$ cat config.mk
export PLATFORM = sky130hd
export DESIGN_NAME = serial_subtractor
export DESIGN_NICKNAME = d
export VERILOG_FILES = /design/src/rtl/serial_arith_pkg.sv /design/src/rtl/serial_subtractor_fs.sv /design/src/rtl/serial_subtractor.sv
export SDC_FILE = /design/constraint.sdc
export NUM_CORES = 1
export LEC_CHECK = 0
export BUFFER_PORTS_ARGS = -buffer_cell sky130_fd_sc_hd__buf_4
export CAP_MARGIN = 15
export CELL_PAD_IN_SITES_DETAIL_PLACEMENT = 0
export CELL_PAD_IN_SITES_GLOBAL_PLACEMENT = 1
export CORE_MARGIN = 2
export CORE_UTILIZATION = 41
export CTS_CLUSTER_SIZE = 16
export DETAILED_ROUTE_END_ITERATION = 12
export GPL_TIMING_DRIVEN = 0
export PLACE_DENSITY_LB_ADDON = 0.1
export SLEW_MARGIN = 20
export SYNTH_ARGS = -nofsm -noshare
export SYNTH_HDL_FRONTEND = slang
export SYNTH_SLANG_ARGS = --single-unit
$ cat constraint.sdc
create_clock -name clk -period 2.15 [get_ports clk]
set_clock_uncertainty 0.1 [all_clocks]
set_input_delay 0.1075 -clock clk [delete_from_list [all_inputs] [get_ports clk]]
set_output_delay 0.1075 -clock clk [all_outputs]
set_load 0.01 [all_outputs]
$ cat src/rtl/serial_arith_pkg.sv
// Shared definitions for the bit-serial arithmetic blocks: FSM encoding and
// handshake timing constants common to the subtractor and the future adder.
package serial_arith_pkg;

    typedef enum logic [1:0] {
        IDLE = 2'd0,
        RUN  = 2'd1,
        DONE = 2'd2
    } state_t;

    // done is a single-cycle pulse that follows the last bit slice
    localparam int unsigned DONE_PULSE_CYCLES = 1;
    localparam int unsigned DONE_EXTRA_CYCLES = 1;

    // Edges from the accepting edge to the edge that samples done
    function automatic int unsigned op_latency(input int unsigned width);
        return width + DONE_EXTRA_CYCLES;
    endfunction

endpackage

$ cat src/rtl/serial_subtractor_fs.sv
// Full subtractor built from two half subtractors, plus the half-subtractor
// cell itself. Purely combinational; one instance serves every bit slice.
module HS (
    input  logic a,
    input  logic b,
    output logic d,
    output logic bout
);
    assign d    = a ^ b;
    assign bout = ~a & b;
endmodule

module FS_usingHS (
    input  logic a,
    input  logic b,
    input  logic BIn,
    output logic D,
    output logic BOut
);
    logic d1;
    logic b1;
    logic b2;

    HS u_hs1 (.a(a),  .b(b),   .d(d1), .bout(b1));
    HS u_hs2 (.a(d1), .b(BIn), .d(D),  .bout(b2));

    // A borrow out of either stage means the full slice borrowed
    assign BOut = b1 | b2;
endmodule

$ cat src/rtl/serial_subtractor.sv
// Bit-serial subtractor D = a - b - BIn, LSB first, one bit per clock,
// with a start/busy/done handshake around a single full-subtractor cell.
module serial_subtractor
    import serial_arith_pkg::*;
#(
    parameter int WIDTH = 8
) (
    input  logic             clk,
    input  logic             rst_n,
    input  logic             start,
    input  logic [WIDTH-1:0] a,
    input  logic [WIDTH-1:0] b,
    input  logic             BIn,
    output logic             busy,
    output logic             done,
    output logic [WIDTH-1:0] D,
    output logic             BOut
);
    localparam int CW = $clog2(WIDTH);
    localparam logic [CW-1:0] LAST = CW'(WIDTH - 1);

    state_t           state;
    state_t           state_n;
    logic [CW-1:0]    cnt;
    logic [WIDTH-1:0] sh_a;
    logic [WIDTH-1:0] sh_b;
    logic [WIDTH-1:0] res;
    logic             borrow;
    logic             d_bit;
    logic             borrow_n;
    logic             accept;

    FS_usingHS u_fs (
        .a   (sh_a[0]),
        .b   (sh_b[0]),
        .BIn (borrow),
        .D   (d_bit),
        .BOut(borrow_n)
    );

    // start only counts when no operation is in flight
    assign accept = start && (state == IDLE || state == DONE);

    // NOTE: every signal written here gets a default first so no latch is inferred.
    always_comb begin
        state_n = state;
        case (state)
            IDLE:    if (start) state_n = RUN;
            RUN:     if (cnt == LAST) state_n = DONE;
            DONE:    state_n = start ? RUN : IDLE;
            default: state_n = IDLE;
        endcase
    end

    // NOTE: state registers use non-blocking assignments so every flop samples pre-edge values.
    always_ff @(posedge clk) begin
        if (!rst_n) begin
            state  <= IDLE;
            cnt    <= '0;
            sh_a   <= '0;
            sh_b   <= '0;
            res    <= '0;
            borrow <= 1'b0;
        end else begin
            state <= state_n;
            if (accept) begin
                sh_a   <= a;
                sh_b   <= b;
                borrow <= BIn;
                cnt    <= '0;
            end else if (state == RUN) begin
                // Result fills from the MSB so bit 0 lands at D[0] after WIDTH shifts
                res    <= {d_bit, res[WIDTH-1:1]};
                sh_a   <= sh_a >> 1;
                sh_b   <= sh_b >> 1;
                borrow <= borrow_n;
                if (cnt != LAST) cnt <= cnt + CW'(1);
            end
        end
    end

    assign busy = (state == RUN);
    assign done = (state == DONE);
    assign D    = res;
    assign BOut = borrow;

endmodule

==> impl_results.md <==
* Top fanout value on the critical path at 10
* Endpoint class of the critical path: primary output
* Die Y-Extent at 59.30 um
* Final setup viols at 0
* Hold Vio Cnt, Final at 0
* Worst-skew pair later-pin latency at 0.33 ns
* Critical path class: flop to primary output
* Initial antenna violation count at 0
* Element type at the critical path start: flop
* Hold Path Stages at 4
* CTS buffer count at 5
* Worst EP arrival at 1.36 ns
* Gate power share at 17.3%
* Core footprint at 0.002978 mm2
* Routed Wire Length at 2963 um
* Final worst slack at 0.5822 ns
* Fin Hold WS at 0.07889 ns
* Non-Filler Instances at 230
* CTS tree: yes
* Asr flop ratio synth at 0%
* Leak pwr at 0.7227 nW
* Reg2Reg Capture Point: cnt[0]
* Seq pwr share at 52.6%
* CP Launch Point: state[1]
* Pre-Repair DR Iteration Count at 4
* Mapped Nets at 166
* Remaining global-route overflow at 0
* Worst-margin pin slew at 0.4093 ns
* Ys flop type: dfxtp_1
* RSZ-0062 raised after global routing: false
* RR Startpoint: cnt[0]
* WP data required at 1.94 ns
* Worst r2r path cells at 5
* Setup TNS at 0 ns
* Vias per inst at 5.174
* Top-area cell type share of the netlist area at 47.90%
* HPWL after DPL at 2031 um
* Period utilization at 72.92%
* GRT Total Usage at 19.42%
* Global-route wire length before repair at 5037 um
* PwrDens at 664.8 mW/mm2
* Drc violations at 0
* Die Width at 59.30 um
* # H-tree levels at 2
* Die ar. at 0.003516 mm2
* Placed cells at 205
* Post-synth top cells: nand2_1 (31), dfxtp_1 (30), a21boi_1 (12)
* Synth Instances at 143
* Layout area overhead at 39.02%
* Slew margin rel. at 72.72%
* Share of cells above drive strength 1 at 24.37%
* Max-cap violations at 0
* Status: finished clean
* Syn Std Cell Area at 0.001254 mm2
* Clk sinks at 30
* Largest cells by area after synthesis: dfxtp_1 (48%), nand2_1 (9.3%), a21boi_1 (7.2%)
* Reg2reg setup slack at 0.67 ns
* Root buf cell: clkbuf_4
* End of the critical path: busy
* Setup WS pre-CTS at 0.6787 ns
* IO Count at 31
* Hold_buf cts at 17
* Net Sw Frac at 26.51%
* Placer's final routability congestion estimate at 0.7272
* Clk pin slew, worst setup/hold paths at 0.09 ns
* Total number of vias at 1190
* Worst hold path type: input pin to flop
* Switching power of the nets at 0.3072 mW
* Post-CTS Resized at 0
* Antenna diodes at 0
* Sequential element share of the synthesized area at 47.90%
* Syn_area_per_cell at 8.767 um2
* Std cell rows at 20
* VDD IR max at 318.9 uV
* Final Util at 58.53%
* Detail Route Antenna Nets at 0
* DRT iter0 DRCs at 47
* Largest net degree at the start of global routing at 11
* EDFF count, synth at 0
* Buffers on Ports at 29
* Peak Freq at 637.8 MHz
* Slew Viols, Final at 0
* Cell variety after synth at 27
* Drt wl/cell at 12.88 um
* Vias in the first global route at 1202
* Synth Warn # at 0
* Clk buf depth at 2
* Initial core utilization at 42.10%
* Power Internal at 0.8515 mW
* Setup Buffers After CTS at 0
* Layout Nets at 219
* Most frequent cell after synthesis: nand2_1
* Tmin final at 1.568 ns
* Clock Power Share at 30.1%
* Synth Register Bits at 30
* Largest area contributor in the netlist: dfxtp_1
* Fillers at 281
==> per-stage QoR <==
stage	instance area (um2)	total power, mW
2_1_floorplan	1254	0.7319
5_1_grt	1743	1.216
6_report	1743	1.159
4_1_cts	1743	1.175
3_5_place_dp	1513	0.7975
3_3_place_gp	1513	0.7925
==> kinds of logic after synthesis <==
logic type,count (synthesis),synth area share [%]
xor+xnor,1,0.6987
mux,1,1.197
buf+inv,14,6.188
compound gates,37,20.46
flops,30,47.90
simple gates,57,19.96
fa+ha+maj,3,3.593
==> flip-flops by register name (all words and copies together) (netlist names) <==
name / count
BOut: 1
D: 8
cnt: 3
sh_a: 8
sh_b: 8
state: 2
==> power groups by stage <==
stage | registers (mW) | logic [mW] | clock network (mW)
floorplan | 0.618 | 0.113 | 0
global placement | 0.620 | 0.173 | 0
detailed placement | 0.622 | 0.176 | 0
CTS | 0.609 | 0.201 | 0.365
global route | 0.614 | 0.223 | 0.380
finish | 0.609 | 0.201 | 0.349
==> routing by layer <==
layer  track usage (%)  vias up  part of all wire [%]
met5                 0        -                     0
met4             9.091        0                   2.1
met3             5.895        7                   4.3
met2             33.28       27                    48
met1             21.83      555                    46
li1                  -      601                     -
==> critical path, stage by stage, from the launching register on <==
cell and delay [ns]:
dfxtp_1 0.33, nand2b_1 0.15, buf_6 0.14, inv_4 0.09, buf_4 0.18, buf_4 0.14
==> cells in the final DEF (no fill, tap or decap), drive strengths merged, types with 5 or more instances in the layout <==
cell	instances
a21boi	12
buf	38
nor3	7
dlygate4sd3	17
o21ai	7
nand2	31
o221ai	7
nand3	5
clkbuf	9
nor2	8
dfxtp	30
==> cell type report <==
cell class / instances / area (um2) / share of cell area [%]
plain buffers: 11 / 63.81 / 3.661
well taps: 33 / 41.29 / 2.369
clock buffers: 7 / 55.05 / 3.159
inverters: 3 / 13.76 / 0.7897
multi-input cells: 99 / 575.6 / 33.02
clock inverters: 1 / 5.005 / 0.2872
flip-flops and latches: 30 / 600.6 / 34.46
repair buffers: 46 / 387.9 / 22.25
==> worst min path at each step <==
stage           from  endpoint  slack, ns
2_1_floorplan   a[7]   sh_a[7]       0.14
3_3_place_gp    a[7]   sh_a[7]       0.26
3_5_place_dp    a[7]   sh_a[7]       0.27
4_1_cts        start    cnt[2]       0.06
5_1_grt        start    cnt[2]       0.09
6_report       start    cnt[0]       0.08
Power figures use the tool's default switching activity.
